$ cat config.mk
export PLATFORM = sky130hd
export DESIGN_NAME = mem_bus_arbiter
export DESIGN_NICKNAME = d
export VERILOG_FILES = /design/src/rtl/mem_bus_arbiter_pkg.sv /design/src/rtl/mem_arb_pick.sv /design/src/rtl/mem_bus_arbiter.sv
export SDC_FILE = /design/constraint.sdc
export NUM_CORES = 1
export LEC_CHECK = 0
export CELL_PAD_IN_SITES_DETAIL_PLACEMENT = 0
export CELL_PAD_IN_SITES_GLOBAL_PLACEMENT = 1
export CORE_UTILIZATION = 31
export CTS_CLUSTER_DIAMETER = 100
export DETAILED_ROUTE_END_ITERATION = 6
export HOLD_SLACK_MARGIN = 0.02
export PLACE_DENSITY = 0.76
export SETUP_SLACK_MARGIN = 0.02
export SLEW_MARGIN = 20
export SYNTH_ARGS = -nofsm -noshare
export SYNTH_HDL_FRONTEND = slang
export SYNTH_HIERARCHICAL = 1
export SYNTH_SLANG_ARGS = --single-unit
$ cat constraint.sdc
create_clock -name clk -period 2.2 [get_ports clk]
set_input_delay 0.33 -clock clk [delete_from_list [all_inputs] [get_ports clk]]
set_output_delay 0.33 -clock clk [all_outputs]
set_load 0.02 [all_outputs]
$ cat src/rtl/mem_bus_arbiter_pkg.sv
// Shared encodings for the IF/MEM memory bus arbiter.
// Optional feature: MEM_ARB_RR_EN selects round-robin arbitration (see mem_bus_arbiter).
package mem_bus_arbiter_pkg;

    typedef enum logic [1:0] {
        ARB_IDLE = 2'd0,
        ARB_ADDR = 2'd1,
        ARB_DATA = 2'd2
    } arb_state_e;

    typedef enum logic {
        GNT_INST = 1'b0,
        GNT_DATA = 1'b1
    } gnt_e;

    localparam logic [1:0] SIZE_B = 2'd0;
    localparam logic [1:0] SIZE_H = 2'd1;
    localparam logic [1:0] SIZE_W = 2'd2;

endpackage

$ cat src/rtl/mem_arb_pick.sv
// Combinational grant selection between the instruction and data requesters.
// On a tie the requester that was not granted last wins; a constant last_gnt_i of INST gives data priority.
module mem_arb_pick
    import mem_bus_arbiter_pkg::*;
(
    input  logic inst_req_i,
    input  logic data_req_i,
    input  logic last_gnt_i,
    output logic gnt_valid_o,
    output logic gnt_o
);

    // Pick the winner among the pending requesters.
    always_comb begin
        gnt_valid_o = inst_req_i | data_req_i;
        gnt_o       = GNT_INST;
        if (inst_req_i && data_req_i) begin
            gnt_o = (last_gnt_i == GNT_INST) ? GNT_DATA : GNT_INST;
        end else if (data_req_i) begin
            gnt_o = GNT_DATA;
        end else begin
            gnt_o = GNT_INST;
        end
    end

endmodule

$ cat src/rtl/mem_bus_arbiter.sv
// Shares one SRAM-like bus between the IF and MEM ports with at most one transaction outstanding.
// Define MEM_ARB_RR_EN for round-robin arbitration; otherwise data has fixed priority over inst.
module mem_bus_arbiter
    import mem_bus_arbiter_pkg::*;
#(
    parameter int ADDR_W = 32,
    parameter int DATA_W = 32
) (
    input  logic                  clk,
    input  logic                  rst,
    input  logic                  inst_req,
    input  logic [ADDR_W-1:0]     inst_addr,
    output logic                  inst_addr_ok,
    output logic                  inst_data_ok,
    output logic [DATA_W-1:0]     inst_rdata,
    input  logic                  data_req,
    input  logic                  data_wr,
    input  logic [1:0]            data_size,
    input  logic [DATA_W/8-1:0]   data_wstrb,
    input  logic [ADDR_W-1:0]     data_addr,
    input  logic [DATA_W-1:0]     data_wdata,
    output logic                  data_addr_ok,
    output logic                  data_data_ok,
    output logic [DATA_W-1:0]     data_rdata,
    output logic                  bus_req,
    output logic                  bus_wr,
    output logic [1:0]            bus_size,
    output logic [DATA_W/8-1:0]   bus_wstrb,
    output logic [ADDR_W-1:0]     bus_addr,
    output logic [DATA_W-1:0]     bus_wdata,
    input  logic                  bus_addr_ok,
    input  logic                  bus_data_ok,
    input  logic [DATA_W-1:0]     bus_rdata,
    output logic                  stallreq_for_bus
);

    localparam int STRB_W = DATA_W / 8;

    arb_state_e          state_q, state_d;
    logic                gnt_q, gnt_d;
    logic                bus_wr_q, bus_wr_d;
    logic [1:0]          bus_size_q, bus_size_d;
    logic [STRB_W-1:0]   bus_wstrb_q, bus_wstrb_d;
    logic [ADDR_W-1:0]   bus_addr_q, bus_addr_d;
    logic [DATA_W-1:0]   bus_wdata_q, bus_wdata_d;
    logic [DATA_W-1:0]   inst_rdata_q, inst_rdata_d;
    logic [DATA_W-1:0]   data_rdata_q, data_rdata_d;
    logic                last_gnt_s, pick_valid_s, pick_gnt_s, load_s;
    logic                addr_hs_s, data_hs_s;

`ifdef MEM_ARB_RR_EN
    logic last_gnt_q, last_gnt_d;
    assign last_gnt_s = last_gnt_q;
    assign last_gnt_d = load_s ? pick_gnt_s : last_gnt_q;

    // Remember the last granted requester for tie-breaking.
    always_ff @(posedge clk or negedge rst) begin
        if (!rst) begin
            last_gnt_q <= GNT_INST;
        end else begin
            last_gnt_q <= last_gnt_d;
        end
    end
`else
    assign last_gnt_s = GNT_INST;
`endif

    mem_arb_pick u_pick (
        .inst_req_i  (inst_req),
        .data_req_i  (data_req),
        .last_gnt_i  (last_gnt_s),
        .gnt_valid_o (pick_valid_s),
        .gnt_o       (pick_gnt_s)
    );

    assign addr_hs_s = (state_q == ARB_ADDR) && bus_addr_ok;
    assign data_hs_s = (state_q == ARB_DATA) && bus_data_ok;

    // FSM next state; a completing DATA phase re-grants directly to avoid an IDLE bubble.
    always_comb begin
        state_d = state_q;
        load_s  = 1'b0;
        case (state_q)
            ARB_IDLE: begin
                if (pick_valid_s) begin
                    load_s  = 1'b1;
                    state_d = ARB_ADDR;
                end else begin
                    state_d = ARB_IDLE;
                end
            end
            ARB_ADDR: begin
                if (bus_addr_ok) begin
                    state_d = ARB_DATA;
                end else begin
                    state_d = ARB_ADDR;
                end
            end
            ARB_DATA: begin
                if (bus_data_ok && pick_valid_s) begin
                    load_s  = 1'b1;
                    state_d = ARB_ADDR;
                end else if (bus_data_ok) begin
                    state_d = ARB_IDLE;
                end else begin
                    state_d = ARB_DATA;
                end
            end
            default: state_d = ARB_IDLE;
        endcase
    end

    // Latch the granted request; inst is always a word read and reads never carry byte enables.
    always_comb begin
        gnt_d       = gnt_q;
        bus_wr_d    = bus_wr_q;
        bus_size_d  = bus_size_q;
        bus_wstrb_d = bus_wstrb_q;
        bus_addr_d  = bus_addr_q;
        bus_wdata_d = bus_wdata_q;
        if (load_s && (pick_gnt_s == GNT_DATA)) begin
            gnt_d       = GNT_DATA;
            bus_wr_d    = data_wr;
            bus_size_d  = data_size;
            bus_wstrb_d = data_wr ? data_wstrb : {STRB_W{1'b0}};
            bus_addr_d  = data_addr;
            bus_wdata_d = data_wdata;
        end else if (load_s) begin
            gnt_d       = GNT_INST;
            bus_wr_d    = 1'b0;
            bus_size_d  = SIZE_W;
            bus_wstrb_d = {STRB_W{1'b0}};
            bus_addr_d  = inst_addr;
            bus_wdata_d = {DATA_W{1'b0}};
        end else begin
            gnt_d = gnt_q;
        end
    end

    assign inst_rdata_d = (data_hs_s && (gnt_q == GNT_INST)) ? bus_rdata : inst_rdata_q;
    assign data_rdata_d = (data_hs_s && (gnt_q == GNT_DATA)) ? bus_rdata : data_rdata_q;

    // State, latched bus fields and per-port read data holding registers.
    always_ff @(posedge clk or negedge rst) begin
        if (!rst) begin
            state_q      <= ARB_IDLE;
            gnt_q        <= GNT_INST;
            bus_wr_q     <= 1'b0;
            bus_size_q   <= 2'd0;
            bus_wstrb_q  <= {STRB_W{1'b0}};
            bus_addr_q   <= {ADDR_W{1'b0}};
            bus_wdata_q  <= {DATA_W{1'b0}};
            inst_rdata_q <= {DATA_W{1'b0}};
            data_rdata_q <= {DATA_W{1'b0}};
        end else begin
            state_q      <= state_d;
            gnt_q        <= gnt_d;
            bus_wr_q     <= bus_wr_d;
            bus_size_q   <= bus_size_d;
            bus_wstrb_q  <= bus_wstrb_d;
            bus_addr_q   <= bus_addr_d;
            bus_wdata_q  <= bus_wdata_d;
            inst_rdata_q <= inst_rdata_d;
            data_rdata_q <= data_rdata_d;
        end
    end

    assign bus_req      = (state_q == ARB_ADDR);
    assign bus_wr       = bus_wr_q;
    assign bus_size     = bus_size_q;
    assign bus_wstrb    = bus_wstrb_q;
    assign bus_addr     = bus_addr_q;
    assign bus_wdata    = bus_wdata_q;

    assign inst_addr_ok = addr_hs_s && (gnt_q == GNT_INST);
    assign data_addr_ok = addr_hs_s && (gnt_q == GNT_DATA);
    assign inst_data_ok = data_hs_s && (gnt_q == GNT_INST);
    assign data_data_ok = data_hs_s && (gnt_q == GNT_DATA);
    assign inst_rdata   = inst_data_ok ? bus_rdata : inst_rdata_q;
    assign data_rdata   = data_data_ok ? bus_rdata : data_rdata_q;

    // Gated by rst so the stall request also drops while reset is asserted.
    assign stallreq_for_bus = rst && (((state_q == ARB_IDLE) && (inst_req || data_req)) ||
                                      (state_q == ARB_ADDR) ||
                                      ((state_q == ARB_DATA) && !bus_data_ok));

endmodule
After elaboration in Yosys (flattened, before gate mapping)
Cells that the tools add are included.
{"block": "totals", "latch_bits": 0, "output_inout_bits": 141, "in_bits": 141, "ram_bits": 0, "mem_count": 0, "mem_bits_ro": 0, "word_cells": 55, "reg_bits": 138}
{"block": "op_classes", "add_sub_neg": 0, "multipliers": 0, "magnitude_cmp": 0, "n_reduce_logical": 18, "n_bitwise": 2, "shift": 0, "eq_ne": 2, "muxes": 24, "div": 0}
{"op": "32-bit two-way mux", "count": 6}
{"op": "1-bit logical AND", "count": 12}
{"op": "4-bit two-way mux", "count": 3}
{"op": "2-bit two-way mux", "count": 5}
{"op": "1-bit two-way mux", "count": 8}
{"op": "2-bit one-hot mux with 3 select lines", "count": 1}
{"op": "1-bit logical OR", "count": 3}
{"op": "2-bit by 1-bit == test with 1-bit output (second input constant)", "count": 1}
{"op": "2-bit == test (second input constant)", "count": 1}
{"op": "2-bit zero test", "count": 1}
{"op": "1-bit one-hot mux with 2 select lines", "count": 1}
{"op": "2-bit nonzero test", "count": 1}
{"op": "1-bit zero test", "count": 1}
{"op": "1-bit inverter", "count": 1}
{"op": "1-bit OR", "count": 1}

Depth between registers and ports, before layout
{"block": "logic_depth", "word_depth": 6, "ltp_mapped": 6, "ltp_nobuf": 3}

Modules after synthesis
The synthesis kept the hierarchy.
{"module": "mem_bus_arbiter", "cells_each": 418, "instances": 1, "area_each_um2": 5855.6, "seq_area_each_um2": 3453.3}
{"module": "mem_arb_pick", "cells_each": 2, "instances": 1, "area_each_um2": 13.8, "seq_area_each_um2": 0.0}

Worst setup path before layout
Ideal clock, no wire load.
{"block": "synth_path", "path_type": "register to output", "from": "register state_q[0]", "to": "output port inst_rdata[22]", "required_time_ns": 1.870, "stages_incl_launch_ff": 5, "arrival_ns": 1.534, "path_buffers": 1, "slack_ns": 0.336, "path_cell_list": "dfrtp_1 -> nand2b_1 -> nor3b_4 -> buf_6 -> mux2_2"}
{"block": "synth_via", "elab_chain_len": 4}
{"item": "from (decl)", "line": "mem_bus_arbiter.sv:39", "text": "arb_state_e state_q, state_d;"}
{"item": "from (signal assigned)", "line": "mem_bus_arbiter.sv:156", "text": "state_q <= state_d;"}
{"item": "2-bit == test", "line": "mem_bus_arbiter.sv:77", "text": "assign data_hs_s = (state_q == ARB_DATA) && bus_data_ok;"}
{"item": "1-bit logical AND", "line": "mem_bus_arbiter.sv:77"}
{"item": "1-bit logical AND", "line": "mem_bus_arbiter.sv:177", "text": "assign inst_data_ok = data_hs_s && (gnt_q == GNT_INST);"}
{"item": "named net inst_data_ok", "line": "mem_bus_arbiter.sv:14", "text": "output logic inst_data_ok,"}
{"item": "32-bit two-way mux", "line": "mem_bus_arbiter.sv:179", "text": "assign inst_rdata = inst_data_ok ? bus_rdata : inst_rdata_q;"}
{"item": "to (decl)", "line": "mem_bus_arbiter.sv:15", "text": "output logic [DATA_W-1:0] inst_rdata,"}
The timed path passes the listed nets, and every way through them passes these cells.

Worst setup path after layout
{"block": "layout_path", "from": "register state_q[0]", "to": "output port data_rdata[3]"}
{"block": "layout_via", "elab_chain_len": 4}
{"item": "2-bit == test", "line": "mem_bus_arbiter.sv:77"}
{"item": "1-bit logical AND", "line": "mem_bus_arbiter.sv:77"}
{"item": "1-bit logical AND", "line": "mem_bus_arbiter.sv:178", "text": "assign data_data_ok = data_hs_s && (gnt_q == GNT_DATA);"}
{"item": "32-bit two-way mux", "line": "mem_bus_arbiter.sv:180", "text": "assign data_rdata = data_data_ok ? bus_rdata : data_rdata_q;"}
{"item": "to (decl)", "line": "mem_bus_arbiter.sv:24", "text": "output logic [DATA_W-1:0] data_rdata,"}
No other way between the ends.

==> impl_summary.md <==
CTS
The deepest level of the CTS H-tree is 4. CTS saw 138 sinks. Clock-pin slew was measured on the worst setup and hold paths at 0.06 ns. The longest clock path from root to sink contains 2 buffers. At the later pin of the worst-skew pair, clock insertion delay measures 0.41 ns. TritonCTS built the clock tree.

The TritonCTS buffer count is 17. The root buffer cell chosen for the clock tree is sky130_fd_sc_hd__clkbuf_16.

Layout
The layout-stage area growth over the synthesis result is 72.8%. Once layout is complete, the cells apart from fillers number 991. In the final layout, the multi-input gates occupy 2260 µm². The end-of-flow core utilization is 0.555. The layout filler cell count is 1519. Across the whole layout, storage elements account for 3450 µm². The number of antenna diodes in the final layout is 0.

The fraction of layout cells with a size suffix above 1 is 0.377. For this run, the post-layout net count is 890.

Drt
The number of iterations in the first detailed-routing pass is 6. Dividing the detail-routed wire length by the instance count gives 17.1 µm. After the first detailed-routing iteration, the DRC count stood at 120. The total via count after detailed routing is 4456. In the routed layout, each cell is associated on average with a via count of 4.50.

The routed design has 17000 µm of wire. The final antenna-violating net count is 0. The DRC violations left is 0.

Synthesis
The area fraction of the dominant cell type after synthesis is 0.588. The number of library cell types mapped by synthesis is 23. Yosys printed 6 warnings. The mapped cell area is 5870 µm². The biggest area contributor in the post-synthesis netlist is sky130_fd_sc_hd__dfrtp_1. The average instance in the mapped netlist occupies 14.0 µm². The synthesized net count is 561.

After synthesis the netlist holds a flip-flop and latch count of 138. The number of cells produced by synthesis is 420. For this run, the register share of the synthesized area comes to 0.588. After synthesis, the cell types taking the most area are sky130_fd_sc_hd__dfrtp_1, sky130_fd_sc_hd__mux2_2, sky130_fd_sc_hd__mux2i_1.

Global routing
The via count of the first global-routing pass was 4807. Entering global routing, the biggest net connects 72 pins. The total track usage is 0.177.

The total overflow left after global routing is 0. For this run, global-route usage on met2 was measured as 0.319. The met3 global-route usage is 0.0575. The global routing usage on met1 is 0.198. The peak-usage layer in the global routing report is met2. The initial antenna violation count is 0. The first global-routing pass estimated 26500 µm of wire.

Power
The power per cell area is 1440 nW/µm². The share of total power dissipated in combinational logic is 0.513. The analysis attributes to net switching a power of 5.13 mW. The sequential share of power is 0.288. IR analysis of the VDD net gives a maximum drop of 0.616 mV.

In this run the static leakage power is 4.60 nW. The overall power is 14.6 mW. The cell-internal power is 9.49 mW. The share of total power dissipated in the clock network is 0.199. Of the total power, the share spent switching nets is 0.351.

STA
The worst-case headroom to the max-slew limit is 0.388. The number of failing hold endpoints at the final stage was 0. The setup total negative slack is -4.50 ns. The fmax is 0.428 GHz. The final setup slack of the worst path is -0.139 ns. Across the routed clock network, the largest skew measured is 0.00848 ns. The final critical-path share of the clock period is 1.06.

Setup repair after global routing could not meet its margin everywhere. The slew at the pin with the worst max-slew slack is 0.918 ns. The max-slew violation count is 0. After layout, the minimum clock period comes to 2.34 ns.

The number of setup violations in the final report is 63.

Status
The checks that failed: setup timing. The flow ran to the end, but the final reports show violations.

Worst setup path
The worst setup path is launched from a flop. Data on the critical path is required at its endpoint by 1.87 ns. The peak fanout along the critical path is 5.

The slowest cell on the critical path is sky130_fd_sc_hd__dfrtp_1. The signal on the critical path passes through buf_6 > nand4b_1 > buf_6 > buf_12 > buf_12 > mux2_4 > buf_6. The endpoint type of the worst setup path is an output port. At the worst endpoint, the arrival time is 2.01 ns. By instance count, the cell type seen most on the critical path is sky130_fd_sc_hd__buf_6. The type of the setup path with the least slack is reg -> out. The largest single stage delay on the critical path is 0.39 ns. The minimum setup slack among reg-to-reg paths is 0.30 ns.

Floorplan
The number of core rows is 49. During I/O placement, the number of pins put on the boundary was 282. The width of the die is 140 µm.

The standard cell core area is 18300 µm². The effective utilization at floorplan is 0.321. The total die area is 19500 µm². The die outline height is 140 µm.

Place
The number of placed instances, taps included, is 925. The number of I/O port buffers is 281. Detailed placement ended at an HPWL of 11700 µm. The final RePlAce weighted congestion is 0.755.

Run
Max-cap violations in this run came to 0.

Worst hold path
The min-delay analysis places its worst path in the category in -> async.
critical path: cells and delay by family, from the launching register on:
family | cells | cell delay, ns
buf+inv | 5 | 0.69
flops | 1 | 0.39
mux | 1 | 0.30
simple gates | 1 | 0.21
Yosys cell counts:
cell type and n:
sky130_fd_sc_hd__a21boi_1 1, sky130_fd_sc_hd__a2bb2oi_1 1, sky130_fd_sc_hd__and3_1 6, sky130_fd_sc_hd__buf_2 4, sky130_fd_sc_hd__buf_4 8, sky130_fd_sc_hd__buf_6 4, sky130_fd_sc_hd__clkbuf_1 6, sky130_fd_sc_hd__conb_1 1
sky130_fd_sc_hd__dfrtp_1 138, sky130_fd_sc_hd__inv_1 35, sky130_fd_sc_hd__mux2_1 2, sky130_fd_sc_hd__mux2_2 132, sky130_fd_sc_hd__mux2i_1 34, sky130_fd_sc_hd__nand2_1 35, sky130_fd_sc_hd__nand2b_1 2, sky130_fd_sc_hd__nand4b_1 1
sky130_fd_sc_hd__nor2_1 1, sky130_fd_sc_hd__nor2b_1 3, sky130_fd_sc_hd__nor3b_2 1, sky130_fd_sc_hd__nor3b_4 1, sky130_fd_sc_hd__o21ai_0 2, sky130_fd_sc_hd__or2_1 1, sky130_fd_sc_hd__or4_1 1
final cells by class:
cell class | count | share of cell area
sequential | 138 | 0.340
timing repair buffer | 332 | 0.336
multi-input combinational | 225 | 0.223
clock buffer | 19 | 0.0427
tap | 229 | 0.0282
clock inverter | 13 | 0.0165
inverter | 35 | 0.0130
stage by stage:
| step | worst slack [ns] | hold WS (ns) | instance area, µm² |
|---|---|---|---|
| detailed placement | -0.366 | 0.126 | 9040 |
| global placement | -0.337 | 0.124 | 9040 |
| finish | -0.139 | 0.282 | 10100 |
| floorplan | 0.336 | 0.0344 | 5870 |
| CTS | -0.163 | 0.252 | 10000 |
| global route | -0.232 | 0.256 | 10100 |
power by group through the flow:
stage	Combinational (mW)	Sequential [mW]	Clock [mW]
after global routing	7.88	4.35	3.10
after floorplan	2.87	4.90	0
after detailed placement	6.97	4.23	0
final	7.50	4.21	2.91
after CTS	7.39	4.22	2.98
after global placement	6.86	4.17	0
logic make-up (layout without fill, tap and decap cells):
kind of cell           count (synthesis)  in the layout  synth area share
muxes                                168            168             0.315
DFF                                  138            138             0.588
buffers and inverters                 57            399            0.0475
and+or+nand+nor                       52             52            0.0439
AOI/OAI and AO/OA                      4              4           0.00448
other                                  1              1          0.000639
state kept, by name, summed over array words and instances, names as in the netlist:
signal and count:
bus_addr 32, bus_wdata 32, data_rdata_q 32, inst_rdata_q 32
bus_wstrb 4, bus_size 2, state_q 2, bus_wr 1
gnt_q 1
placed cells by master (no fill, tap or decap), types with 5 or more instances in the layout:
cell and instances:
sky130_fd_sc_hd__mux2_2 108, sky130_fd_sc_hd__inv_1 35, sky130_fd_sc_hd__clkbuf_16 17, sky130_fd_sc_hd__mux2_4 26, sky130_fd_sc_hd__buf_12 9, sky130_fd_sc_hd__buf_4 32, sky130_fd_sc_hd__buf_16 5, sky130_fd_sc_hd__buf_2 13
sky130_fd_sc_hd__clkdlybuf4s50_1 210, sky130_fd_sc_hd__mux2i_1 34, sky130_fd_sc_hd__buf_6 57, sky130_fd_sc_hd__dfrtp_1 138, sky130_fd_sc_hd__and3_1 6, sky130_fd_sc_hd__nand2_1 35
timing repair:
action | CTS | global route
hold buffers | 1 | 0
resized for setup | 391 | 22
setup endpoints to repair | 69 | 68
pin swaps | 3 | 1
hold endpoints to repair | 4 | 0
cloned | 5 | 0
buffers inserted | 19 | 9
final timing paths:
check / from / end / cells after the start
min in group clk: data_wdata[1] / bus_wdata[1]$_DFFE_PN0P_ / 3
max in group asynchronous: rst / bus_addr[23]$_DFFE_PN0P_ / 3
hold reg to reg: inst_rdata_q[12]$_DFF_PN0_ / inst_rdata_q[12]$_DFF_PN0_ / 1
setup / recovery: state_q[0]$_DFF_PN0_ / data_rdata[3] / 7
setup reg to reg: state_q[0]$_DFF_PN0_ / bus_wdata[6]$_DFFE_PN0P_ / 7
hold / removal: rst / inst_rdata_q[13]$_DFF_PN0_ / 2
metal layers:
metal | vias up | routed length, µm
li1 | 2075 | -
met1 | 2195 | 6670
met2 | 167 | 8850
met3 | 19 | 1240
met4 | 0 | 236
met5 | - | 0
Note: power is estimated with default switching activity, not from simulation.
